[src/rtl/scanner_rx.sv]
// Receive side of the scanner serial link: LSB-first deserializer, command decode, sticky flags.
// Optional frame timeout is compiled in with `define SCANNER_RX_TIMEOUT_EN.
module scanner_rx #(
  parameter logic [7:0] DATA_CMD = 8'd7,
  parameter int         TIMEOUT  = 16
) (
  input  logic       clk,
  input  logic       rst,
  input  logic       clkIn,
  input  logic       dataIn,
  input  logic       clrFlags,
  output logic [1:0] ps,
  output logic       cmdValid,
  output logic [7:0] cmdCode,
  output logic       dataValid,
  output logic [7:0] dataByte,
  output logic       readyFlag,
  output logic       startFlag,
  output logic       fullFlag,
  output logic       cmdErr,
  output logic       timeoutErr
);

  typedef enum logic [1:0] {
    CMD  = 2'b00,
    DATA = 2'b01
  } state_e;

  state_e     state_q;
  logic [2:0] bit_cnt_q;
  logic [7:0] shift_q;
  logic [7:0] cmd_code_q;
  logic [7:0] data_byte_q;
  logic       ready_q;
  logic       start_q;
  logic       full_q;
  logic       cmd_valid_q;
  logic       data_valid_q;
  logic       cmd_err_q;
  logic       timeout_err_q;

  logic       byte_done;
  logic [7:0] byte_d;
  logic       timeout_hit;

  // The 8th bit goes straight into the decoded byte instead of waiting a cycle in shift_q.
  assign byte_done = clkIn && (bit_cnt_q == 3'd7);
  assign byte_d    = {dataIn, shift_q[6:0]};

`ifdef SCANNER_RX_TIMEOUT_EN
  logic [7:0] idle_q;
  logic       idle_active;

  assign idle_active = (bit_cnt_q != 3'd0) || (state_q == DATA);
  assign timeout_hit = !clkIn && idle_active && (idle_q == 8'(TIMEOUT - 1));

  always_ff @(posedge clk) begin
    if (rst) begin
      idle_q <= 8'd0;
    end else if (clkIn || timeout_hit || !idle_active) begin
      idle_q <= 8'd0;
    end else begin
      idle_q <= idle_q + 8'd1;
    end
  end
`else
  assign timeout_hit = 1'b0;
`endif

  always_ff @(posedge clk) begin
    if (rst) begin
      state_q       <= CMD;
      bit_cnt_q     <= 3'd0;
      shift_q       <= 8'd0;
      cmd_code_q    <= 8'd0;
      data_byte_q   <= 8'd0;
      ready_q       <= 1'b0;
      start_q       <= 1'b0;
      full_q        <= 1'b0;
      cmd_valid_q   <= 1'b0;
      data_valid_q  <= 1'b0;
      cmd_err_q     <= 1'b0;
      timeout_err_q <= 1'b0;
    end else begin
      cmd_valid_q   <= 1'b0;
      data_valid_q  <= 1'b0;
      cmd_err_q     <= 1'b0;
      timeout_err_q <= timeout_hit;
      // Clear first so a same-cycle set below overrides it.
      if (clrFlags) begin
        ready_q <= 1'b0;
        start_q <= 1'b0;
        full_q  <= 1'b0;
      end
      if (clkIn) begin
        shift_q[bit_cnt_q] <= dataIn;
        bit_cnt_q          <= bit_cnt_q + 3'd1;
        if (byte_done) begin
          if (state_q == CMD) begin
            cmd_code_q  <= byte_d;
            cmd_valid_q <= 1'b1;
            if (byte_d == DATA_CMD) begin
              state_q <= DATA;
            end else if (byte_d == 8'd2) begin
              ready_q <= 1'b1;
            end else if (byte_d == 8'd3) begin
              start_q <= 1'b1;
            end else if (byte_d == 8'd4) begin
              full_q <= 1'b1;
            end else begin
              cmd_err_q <= 1'b1;
            end
          end else begin
            data_byte_q  <= byte_d;
            data_valid_q <= 1'b1;
            full_q       <= 1'b0;
            state_q      <= CMD;
          end
        end
      end else if (timeout_hit) begin
        bit_cnt_q <= 3'd0;
        shift_q   <= 8'd0;
        state_q   <= CMD;
      end
    end
  end

  assign ps         = state_q;
  assign cmdValid   = cmd_valid_q;
  assign cmdCode    = cmd_code_q;
  assign dataValid  = data_valid_q;
  assign dataByte   = data_byte_q;
  assign readyFlag  = ready_q;
  assign startFlag  = start_q;
  assign fullFlag   = full_q;
  assign cmdErr     = cmd_err_q;
  assign timeoutErr = timeout_err_q;

endmodule

[config.mk]
export PLATFORM = sky130hd
export DESIGN_NAME = scanner_rx
export DESIGN_NICKNAME = d
export VERILOG_FILES = /design/src/rtl/scanner_rx.sv
export SDC_FILE = /design/constraint.sdc
export NUM_CORES = 1
export LEC_CHECK = 0
export CAP_MARGIN = 20
export CORE_MARGIN = 1
export CORE_UTILIZATION = 35
export DETAILED_ROUTE_END_ITERATION = 6
export GPL_TIMING_DRIVEN = 0
export REMOVE_ABC_BUFFERS = 1
export SLEW_MARGIN = 10
export SYNTH_ARGS = -nofsm -noshare
export SYNTH_HDL_FRONTEND = slang
export SYNTH_SLANG_ARGS = --single-unit
[constraint.sdc]
create_clock -name clk -period 2.05 [get_ports clk]
set_clock_uncertainty 0.1 [all_clocks]
set_input_delay 0.41 -clock clk [delete_from_list [all_inputs] [get_ports clk]]
set_output_delay 0.41 -clock clk [all_outputs]
set_load 0.05 [all_outputs]
==> reports/summary.txt, run 1 <==
CELLS AND AREA
-------------------------------------------------------------------------------------
Number of filler cells placed in the layout                                       367
Final layout net count                                                            171
Antenna Cells                                                                       0
Layout cell share with drive strength beyond 1                                  0.110
Post-Layout Cell Count                                                            212
Finished Core Util                                                              0.470
Area grow syn2layout                                                            27.6%
Final instance area                                                          1730 µm²

CRITICAL PATH
-------------------------------------------------------------------------------------
Data required time at the worst endpoint                                      1540 ps
Buffers plus inverters on the worst setup path                                      1
Endpoint class of the critical path                                      primary output
CP delay by family, top                                                  buffers and inverters
CP max stage cell                                                        sky130_fd_sc_hd__clkdlybuf4s50_1
Count of cells along the worst register-to-register path                            5
Logic depth of the worst path, buffers included                                     1
Crit path max fanout                                                                2
CP arrival                                                                    1430 ps
Flop2flop setup slack                                                          180 ps
Element type at the critical path start                                      register
CP Cell Sequence                                                         clkdlybuf4s50_1
Largest stage delay on the critical path                                       810 ps
Worst Path Class, Setup                                                  register to primary output

SYNTHESIS
-------------------------------------------------------------------------------------
Share of synthesized area spent on multiplexers                                 0.125
Share of synthesized registers carrying an async set or reset                       0
Fraction of the mapped netlist area in compound gates                          0.0581
Adder-cell share of the synthesized area                                       0.0184
Share of synthesized area occupied by flip-flops and latches                    0.487
Synth unique cells                                                                 27
Cell count after synthesis                                                        136
Yosys synthesis warning count                                                       0
Post-synthesis area per instance                                             9.98 µm²
Post-synthesis share of cell area spent on and, or, nand and nor gates          0.252
Number of flops mapped to enable cells by yosys                                     0
Synth Area in XOR/XNOR                                                         0.0129
Combinational family with the most area after synthesis                  simple AND/OR/NAND/NOR gates
Dominant synthesized flop cell                                           sky130_fd_sc_hd__dfxtp_1
Area of the mapped netlist                                                   1360 µm²
#FFs+latches synth                                                                 33

PLACEMENT
-------------------------------------------------------------------------------------
DPL Wire Length                                                               1750 µm
Routability congestion estimate from global placement                           0.767
Port Buf Inserts                                                                   27
Cell Count Post-Placement                                                         203
Dpl cell area                                                                1630 µm²
Setup WS pre-CTS                                                              -468 ps

FLOORPLANNING
-------------------------------------------------------------------------------------
Chip height                                                                   64.3 µm
Row cnt                                                                            22
Count of boundary I/O pins                                                         30
Die X                                                                         64.3 µm
Standard cell core area                                                      3690 µm²
Initial Util                                                                    0.368
Floorplan die area                                                           4130 µm²

GLOBAL ROUTING
-------------------------------------------------------------------------------------
Antenna violations before repair                                                    0
Global-route wire length before repair                                        4360 µm
Number of global-route vias before repair                                         964
Overall global routing resource usage                                           0.140
GRT overflow                                                                        0
Largest net degree at the start of global routing                                  31

STATUS
-------------------------------------------------------------------------------------
Result of the run                                                        finished clean

DETAILED ROUTING
-------------------------------------------------------------------------------------
Wirelength, routed                                                            2600 µm
Wl on met1                                                                    1210 µm
WL met2                                                                       1210 µm
Vias per inst                                                                    4.75
DR vias                                                                          1006
Number of DRC violations after detailed-routing iteration 0                        32
Length of routed met3 wiring                                                   133 µm
Number of DRC violations after detailed routing                                     0
Post-DRT Antenna Nets                                                               0
Count of TritonRoute iterations in the first routing pass                           4
Post-detailed-route wirelength per cell                                       12.3 µm
DR top layer                                                                     met4

TIMING
-------------------------------------------------------------------------------------
Time the worst path needs with I/O delays and setup                           1940 ps
Fraction of the cycle the final worst path needs                                0.944
Hold violation count in the final report                                            0
Final setup margin                                                             114 ps
RSZ-0062 raised after global routing                                            false
Final number of setup-violating endpoints                                           0
Measured slew at the worst slew-check pin                                     1030 ps
Accumulated negative setup slack                                                 0 ps
Tightest slew margin relative to the limit                                      0.317
Pins Over Slew Limit                                                                0
Maximum operating frequency                                                   517 MHz

CTS
-------------------------------------------------------------------------------------
Sink Count                                                                         33
Clk root buf                                                             sky130_fd_sc_hd__clkbuf_8
Clock buffer depth                                                                  2
Number of buffers inserted during clock tree synthesis                              5
Clock latency at the later pin of the worst-skew pair                          280 ps
CTS tree                                                                          yes
Clock-pin transition on the worst setup and hold timing paths                   60 ps
H-tree depth reported by CTS                                                        2

FLOW RUN
-------------------------------------------------------------------------------------
Number of maximum-capacitance violations                                            0

HOLD PATH
-------------------------------------------------------------------------------------
Min-Delay Path Depth                                                                2
Tightest Hold Check Type                                                 register to register

PWR
-------------------------------------------------------------------------------------
Total power density per cell area                                          701 nW/µm²
Static leakage                                                               0.730 nW
Worst VDD drop                                                               0.331 mV

synthesized netlist by cell type (2+ instances only):
cell | count | area, µm²
sky130_fd_sc_hd__xnor2_1 | 2 | 17.5
sky130_fd_sc_hd__buf_2 | 3 | 15.0
sky130_fd_sc_hd__nand3b_1 | 2 | 15.0
sky130_fd_sc_hd__buf_4 | 2 | 15.0
sky130_fd_sc_hd__nor2_1 | 21 | 78.8
sky130_fd_sc_hd__nand4b_1 | 3 | 26.3
sky130_fd_sc_hd__a21oi_1 | 8 | 40.0
sky130_fd_sc_hd__buf_6 | 2 | 22.5
sky130_fd_sc_hd__nand2_1 | 20 | 75.1
sky130_fd_sc_hd__and4bb_2 | 3 | 37.5
sky130_fd_sc_hd__o21ai_1 | 2 | 10.0
sky130_fd_sc_hd__dfxtp_1 | 33 | 661
sky130_fd_sc_hd__ha_1 | 2 | 25.0
sky130_fd_sc_hd__mux2i_1 | 17 | 170
sky130_fd_sc_hd__buf_1 | 2 | 7.51
sky130_fd_sc_hd__and3_1 | 2 | 12.5
sky130_fd_sc_hd__nand2b_1 | 2 | 12.5
cells in the final DEF (no fill, tap or decap), types with 2 or more instances in the layout:
cell	Yosys	final
sky130_fd_sc_hd__a21oi_1	8	8
sky130_fd_sc_hd__and3_1	2	2
sky130_fd_sc_hd__and4bb_2	3	3
sky130_fd_sc_hd__buf_4	2	2
sky130_fd_sc_hd__clkbuf_8	0	6
sky130_fd_sc_hd__clkdlybuf4s50_1	0	24
sky130_fd_sc_hd__conb_1	1	2
sky130_fd_sc_hd__dfxtp_1	33	33
sky130_fd_sc_hd__dlygate4sd2_1	0	2
sky130_fd_sc_hd__ha_1	2	2
sky130_fd_sc_hd__mux2i_1	17	17
sky130_fd_sc_hd__nand2_1	20	20
sky130_fd_sc_hd__nand2b_1	2	2
sky130_fd_sc_hd__nand3b_1	2	2
sky130_fd_sc_hd__nand4b_1	3	3
sky130_fd_sc_hd__nor2_1	21	21
sky130_fd_sc_hd__o21ai_1	2	2
sky130_fd_sc_hd__xnor2_1	2	2
logic make-up after synthesis:
family | Yosys count
adders and majority gates | 2
muxes | 17
DFF | 33
xor gates and xnor gates | 2
and+or+nand+nor | 59
buffers and inverters | 9
AOI/OAI and AO/OA | 13
other | 1
layout make-up:
| cell class | instances | area, µm² | area share |
|---|---|---|---|
| sequential | 33 | 661 | 0.381 |
| multi-input combinational | 95 | 641 | 0.370 |
| timing repair buffer | 29 | 285 | 0.165 |
| clock buffer | 7 | 86.3 | 0.0498 |
| tap | 48 | 60.1 | 0.0347 |
metrics by stage:
step                      hold WS [ps]  power, mW
after floorplan                    360      0.716
after global placement             335      0.745
after detailed placement           347      0.748
after CTS                          355       1.24
after global routing               377       1.27
final                              347       1.21
flip-flops by register name, summed over array words and instances (netlist names):
name	count
cmdCode	8
dataByte	8
shift_q	7
bit_cnt_q	3
cmdErr	1
cmdValid	1
dataValid	1
fullFlag	1
ps	1
readyFlag	1
startFlag	1
worst paths after layout:
check               start         end
max            cmdCode[6]  cmdCode[6]
min             startFlag   startFlag
max reg2reg  bit_cnt_q[0]    fullFlag
min reg2reg     startFlag   startFlag
report_power, final:
group	switching, mW	leakage (nW)	internal, mW
clock	0.216	0.0443	0.266
combinational	0.0353	0.419	0.0300
sequential	0.0182	0.266	0.649
total	0.270	0.730	0.945
layer usage:
metal,global-route usage,vias up
met3,0.0482,4
met4,0.0583,0
met1,0.161,464
met2,0.233,26
li1,-,512
met5,0,-
timing repair:
| item | in CTS | in global routing |
|---|---|---|
| gates cloned | 0 | 0 |
| hold endpoints to repair | 0 | 0 |
| hold buffers | 0 | 0 |
| gates resized for setup | 2 | 1 |
| pin swaps | 1 | 0 |
| setup buffers | 2 | 0 |
| setup endpoints to repair | 6 | 1 |
(Power assumes the default switching activity.)
==> run 2, diff against run 1 <==
CTS_CLUSTER_DIAMETER = 50   (was unset)
GPL_TIMING_DRIVEN = unset   (was 0)
==> reports/summary.txt, run 2 (synthesis gave the netlist of run 1 again) <==
STATUS
----------------------------------------------------------------------------
Result of the run                                               finished clean   unchanged

PLACEMENT
----------------------------------------------------------------------------
Setup WS pre-CTS                                                      191 ps   was -468 ps
Routability congestion estimate from global placement                  0.758   was 0.767
DPL Wire Length                                                      2040 µm   was 1750 µm
Port Buf Inserts                                                          27   unchanged
Cell Count Post-Placement                                                211   was 203

TIMING
----------------------------------------------------------------------------
Hold violation count in the final report                                   0   unchanged
Time the worst path needs with I/O delays and setup                  1950 ps   was 1940 ps
Accumulated negative setup slack                                        0 ps   unchanged
Tightest slew margin relative to the limit                             0.665   was 0.317
Pins Over Slew Limit                                                       0   unchanged
Fraction of the cycle the final worst path needs                       0.951   was 0.944
Measured slew at the worst slew-check pin                             501 ps   was 1030 ps
Final setup margin                                                    100 ps   was 114 ps
Maximum operating frequency                                          513 MHz   was 517 MHz
RSZ-0062 raised after global routing                                   false   unchanged
Final number of setup-violating endpoints                                  0   unchanged

FLOORPLANNING
----------------------------------------------------------------------------
Die X                                                                64.3 µm   unchanged
Row cnt                                                                   22   unchanged
Initial Util                                                           0.368   unchanged
Standard cell core area                                             3690 µm²   unchanged
Chip height                                                          64.3 µm   unchanged
Floorplan die area                                                  4130 µm²   unchanged
Count of boundary I/O pins                                                30   unchanged

CTS
----------------------------------------------------------------------------
CTS tree                                                                 yes   unchanged
Clock-pin transition on the worst setup and hold timing paths          70 ps   was 60 ps
Clk root buf                                                    sky130_fd_sc_hd__clkbuf_8   unchanged
Clock latency at the later pin of the worst-skew pair                 290 ps   was 280 ps
Setup fix buffers added after clock tree synthesis                         0   was 2
Post-CTS Hold Fix Bufs                                                     0   unchanged
Number of cells upsized or downsized after cts                             0   was 2
H-tree depth reported by CTS                                               2   unchanged
Clock buffer depth                                                         2   unchanged
Sink Count                                                                33   unchanged
Number of buffers inserted during clock tree synthesis                     5   unchanged

CELLS AND AREA
----------------------------------------------------------------------------
Leading cell type in the layout, fill and taps excluded         sky130_fd_sc_hd__dfxtp_1   unchanged
Final layout net count                                                   177   was 171
Layout cell share with drive strength beyond 1                         0.158   was 0.110
Most frequent cells in the layout                               sky130_fd_sc_hd__dfxtp_1, sky130_fd_sc_hd__clkdlybuf4s50_1, sky130_fd_sc_hd__nor2_1   unchanged
Area grow syn2layout                                                   30.8%   was 27.6%
Finished Core Util                                                     0.481   was 0.470
Post-Layout Cell Count                                                   219   was 212
Antenna Cells                                                              0   unchanged

DETAILED ROUTING
----------------------------------------------------------------------------
Wirelength, routed                                                   2730 µm   was 2600 µm
Number of DRC violations after detailed-routing iteration 0               32   unchanged
Count of TritonRoute iterations in the first routing pass                  4   unchanged
Number of DRC violations after detailed routing                            0   unchanged
Vias per inst                                                           4.82   was 4.75
Post-detailed-route wirelength per cell                              12.5 µm   was 12.3 µm
DR vias                                                                 1056   was 1006
Post-DRT Antenna Nets                                                      0   unchanged

GLOBAL ROUTING
----------------------------------------------------------------------------
Overall global routing resource usage                                  0.150   was 0.140
Number of global-route vias before repair                               1073   was 964
Global-route wire length before repair                               4710 µm   was 4360 µm
Largest net degree at the start of global routing                         24   was 31
GRT overflow                                                               0   unchanged
Antenna violations before repair                                           0   unchanged

CRITICAL PATH
----------------------------------------------------------------------------
CP Cell Sequence                                                clkdlybuf4s50_1   unchanged
Flop2flop setup slack                                                 260 ps   was 180 ps
Critical path capture point                                       cmdCode[1]   was cmdCode[6]
CP delay by family, top                                         buffers and inverters   unchanged
CP max stage cell                                               sky130_fd_sc_hd__clkdlybuf4s50_1   unchanged
Data required time at the worst endpoint                             1540 ps   about the same
Beginning of the worst register-to-register path                bit_cnt_q[0]   unchanged
CP arrival                                                           1440 ps   was 1430 ps
Largest stage delay on the critical path                              810 ps   about the same
Worst Path Class, Setup                                         register to primary output   unchanged
Launch point of the worst path                                    cmdCode[1]   was cmdCode[6]
Endpoint class of the critical path                             primary output   unchanged
Element type at the critical path start                             register   unchanged
Reg-to-reg endpoint                                                readyFlag   was fullFlag
Logic depth of the worst path, buffers included                            1   unchanged
Count of cells along the worst register-to-register path                   5   unchanged
Buffers plus inverters on the worst setup path                             1   unchanged
Crit path max fanout                                                       2   unchanged

HOLD PATH
----------------------------------------------------------------------------
Tightest Hold Check Type                                        register to register   unchanged

FLOW RUN
----------------------------------------------------------------------------
Number of maximum-capacitance violations                                   0   unchanged

PWR
----------------------------------------------------------------------------
Worst VDD drop                                                      0.345 mV   was 0.331 mV
Static leakage                                                      0.744 nW   was 0.730 nW
Total power                                                          1.21 mW   about the same
Total power density per cell area                                 680 nW/µm²   was 701 nW/µm²

==> run 2: cell count changes in the layout (fill, tap and decap cells not counted) <==
cell and change:
sky130_fd_sc_hd__buf_4 +7, sky130_fd_sc_hd__clkbuf_1 -1, sky130_fd_sc_hd__clkinvlp_4 +1, sky130_fd_sc_hd__clkinv_2 +2
sky130_fd_sc_hd__clkdlybuf4s50_1 +2, sky130_fd_sc_hd__dlymetal6s2s_1 -1, sky130_fd_sc_hd__dlygate4sd2_1 -2, sky130_fd_sc_hd__clkbuf_8 -1
==> run 2: worst min-delay path by stage <==
stage                     cells after the start           to   startpoint
after CTS                                     2    startFlag    startFlag
after floorplan                               2  dataByte[6]   shift_q[6]
after detailed placement                      2    startFlag    startFlag
after global routing                          2  dataByte[5]  dataByte[5]
after global placement                        2  dataByte[0]  dataByte[0]
final                                         2    startFlag    startFlag
==> run 2: layout make-up <==
type | instances | area [µm²]
clock buffer | 5 | 68.8
clock inverter | 3 | 17.5
fill | 366 | 1910
multi-input combinational | 95 | 641
sequential | 33 | 661
tap | 48 | 60.1
timing repair buffer | 35 | 328
==> run 2: routing by layer <==
layer | vias up | part of all wire | global-route usage
met2 | 25 | 0.47 | 0.238
met3 | 3 | 0.041 | 0.0393
li1 | 525 | - | -
met4 | 0 | 0.013 | 0.0750
met5 | - | 0 | 0
met1 | 503 | 0.47 | 0.185
==> run 2: report_power, final <==
part	internal, mW	total (mW)	leakage (nW)	switching, mW
clock network	0.234	0.467	0.0439	0.233
logic	0.0366	0.0741	0.434	0.0375
registers	0.649	0.666	0.266	0.0177
total	0.919	1.21	0.744	0.288
==> run 2: worst register-to-register path: cells and delay by family (launching register included) <==
family | cells | cell delay [ps]
compound gates | 1 | 200
fa+ha+maj | 2 | 460
flops | 1 | 510
simple gates | 2 | 450
==> run 2: per-stage QoR <==
step                      instance area [µm²]  hold WS, ps
after floorplan                          1300          360
after global placement                   1690          345
after detailed placement                 1690          340
after CTS                                1780          349
after global routing                     1780          379
final                                    1780          342
==> run 3, diff against run 2 <==
CORE_UTILIZATION = 49   (was 35)
PLACE_DENSITY = 0.78   (was unset)
==> reports/summary.txt, run 3 (synthesis gave the netlist of run 1 again) <==
PLACEMENT
----------------------------------------------------------------------------
DPL Wire Length                                                      1910 µm   was 2040 µm
Port Buf Inserts                                                          27   unchanged
Setup WS pre-CTS                                                     62.9 ps   was 191 ps
Routability congestion estimate from global placement                  0.784   was 0.758

DETAILED ROUTING
----------------------------------------------------------------------------
Number of DRC violations after detailed routing                            0   unchanged
Number of DRC violations after detailed-routing iteration 0               15   was 32
Post-detailed-route wirelength per cell                              13.6 µm   was 12.5 µm
Wirelength, routed                                                   2680 µm   was 2730 µm
Post-DRT Antenna Nets                                                      0   unchanged
DR vias                                                                 1035   was 1056
Vias per inst                                                           5.23   was 4.82
Count of TritonRoute iterations in the first routing pass                  4   unchanged

CELLS AND AREA
----------------------------------------------------------------------------
Finished Core Util                                                     0.697   was 0.481
Antenna Cells                                                              0   unchanged
Final layout net count                                                   174   was 177
Layout cell share with drive strength beyond 1                         0.143   was 0.158
Most frequent cells in the layout                               sky130_fd_sc_hd__dfxtp_1, sky130_fd_sc_hd__nor2_1, sky130_fd_sc_hd__nand2_1   was sky130_fd_sc_hd__dfxtp_1, sky130_fd_sc_hd__clkdlybuf4s50_1, sky130_fd_sc_hd__nor2_1
Area grow syn2layout                                                   30.7%   was 30.8%
Leading cell type in the layout, fill and taps excluded         sky130_fd_sc_hd__dfxtp_1   unchanged
Number of filler cells placed in the layout                              215   was 366

CTS
----------------------------------------------------------------------------
Clock-pin transition on the worst setup and hold timing paths         100 ps   was 70 ps
Clock buffer depth                                                         2   unchanged
Clk root buf                                                    sky130_fd_sc_hd__clkbuf_4   was sky130_fd_sc_hd__clkbuf_8
H-tree depth reported by CTS                                               2   unchanged
CTS tree                                                                 yes   unchanged
Clock latency at the later pin of the worst-skew pair                 340 ps   was 290 ps
Setup fix buffers added after clock tree synthesis                         0   unchanged
Sink Count                                                                33   unchanged
Number of buffers inserted during clock tree synthesis                     5   unchanged

GLOBAL ROUTING
----------------------------------------------------------------------------
Antenna violations before repair                                           0   unchanged
Global-route wire length before repair                               4170 µm   was 4710 µm
Overall global routing resource usage                                  0.208   was 0.150
Largest net degree at the start of global routing                         25   was 24
GRT overflow                                                               0   unchanged
Number of global-route vias before repair                                927   was 1073

TIMING
----------------------------------------------------------------------------
Maximum operating frequency                                          498 MHz   was 513 MHz
Time the worst path needs with I/O delays and setup                  2010 ps   was 1950 ps
Pins Over Slew Limit                                                       0   unchanged
Tightest slew margin relative to the limit                             0.657   was 0.665
Hold violation count in the final report                                   0   unchanged
Accumulated negative setup slack                                        0 ps   unchanged
Fraction of the cycle the final worst path needs                       0.980   was 0.951
Final setup margin                                                   41.0 ps   was 100 ps
Hold Slack                                                            353 ps   was 342 ps
Measured slew at the worst slew-check pin                             514 ps   was 501 ps
Final number of setup-violating endpoints                                  0   unchanged

CRITICAL PATH
----------------------------------------------------------------------------
Crit path max fanout                                                       2   unchanged
Element type at the critical path start                             register   unchanged
Worst Path Class, Setup                                         register to primary output   unchanged
Largest stage delay on the critical path                              800 ps   was 810 ps
CP max stage cell                                               sky130_fd_sc_hd__clkdlybuf4s50_1   unchanged
Buffers plus inverters on the worst setup path                             1   unchanged
Data required time at the worst endpoint                             1540 ps   about the same
CP Cell Sequence                                                clkdlybuf4s50_1   unchanged
CP arrival                                                           1500 ps   was 1440 ps
CP delay by family, top                                         buffers and inverters   unchanged
Endpoint class of the critical path                             primary output   unchanged

PWR
----------------------------------------------------------------------------
Worst VDD drop                                                       1.01 mV   was 0.345 mV
Total power                                                          1.34 mW   was 1.21 mW
Total power density per cell area                                 753 nW/µm²   was 680 nW/µm²
Static leakage                                                      0.948 nW   was 0.744 nW

HOLD PATH
----------------------------------------------------------------------------
Tightest Hold Check Type                                        register to register   unchanged

FLOORPLANNING
----------------------------------------------------------------------------
Chip height                                                          54.6 µm   was 64.3 µm
Row cnt                                                                   18   was 22
Die X                                                                54.6 µm   was 64.3 µm
Standard cell core area                                             2540 µm²   was 3690 µm²
Floorplan die area                                                  2980 µm²   was 4130 µm²
Count of boundary I/O pins                                                30   unchanged
Initial Util                                                           0.533   was 0.368

STATUS
----------------------------------------------------------------------------
Result of the run                                               finished clean   unchanged

FLOW RUN
----------------------------------------------------------------------------
Number of maximum-capacitance violations                                   0   unchanged

[run 3: cell types whose count changed in the layout (fill, tap and decap cells not counted)]
cell / change
sky130_fd_sc_hd__clkinvlp_4: -1
sky130_fd_sc_hd__clkdlybuf4s50_1: -11
sky130_fd_sc_hd__bufinv_16: +2
sky130_fd_sc_hd__buf_4: -3
sky130_fd_sc_hd__dlymetal6s2s_1: +11
sky130_fd_sc_hd__clkbuf_8: -5
sky130_fd_sc_hd__clkinv_2: -1
sky130_fd_sc_hd__clkbuf_4: +5
[run 3: cell type report]
| type | count | area [µm²] | area share |
|---|---|---|---|
| clock buffer | 5 | 37.5 | 0.0212 |
| clock inverter | 3 | 65.1 | 0.0367 |
| multi-input combinational | 95 | 641 | 0.361 |
| sequential | 33 | 661 | 0.372 |
| tap | 30 | 37.5 | 0.0212 |
| timing repair buffer | 32 | 333 | 0.188 |
[run 3: worst paths after layout]
kind / slack (ps) / cells past startpoint / endpoint / startpoint
max reg2reg: 260 / 5 / readyFlag / bit_cnt_q[0]
max: 40 / 1 / dataByte[4] / dataByte[4]
min: 350 / 2 / startFlag / startFlag
min reg2reg: 350 / 2 / startFlag / startFlag
[run 3: stage by stage]
stage                     std cells  instance area, µm²
after floorplan                 128                1300
after global placement          190                1640
after detailed placement        190                1640
after CTS                       198                1750
after global routing            198                1770
final                           198                1770
[run 3: layer usage]
metal | GRT usage | share of wire | vias to the layer above | wire [µm]
li1 | - | - | 520 | -
met1 | 0.250 | 0.45 | 482 | 1200
met2 | 0.329 | 0.49 | 28 | 1320
met3 | 0.0833 | 0.050 | 5 | 135
met4 | 0.0769 | 0.011 | 0 | 30
met5 | 0 | 0 | - | 0
[run 3: timing repair]
action	4_1_cts	5_1_grt
hold buffers	0	0
hold endpoints to repair	0	0
gates resized for setup	0	11
setup endpoints to repair	0	11
[run 3: where the power goes]
part	switching [mW]	total, mW	internal, mW
registers	0.0172	0.666	0.648
logic	0.0366	0.0711	0.0345
clock network	0.222	0.600	0.377
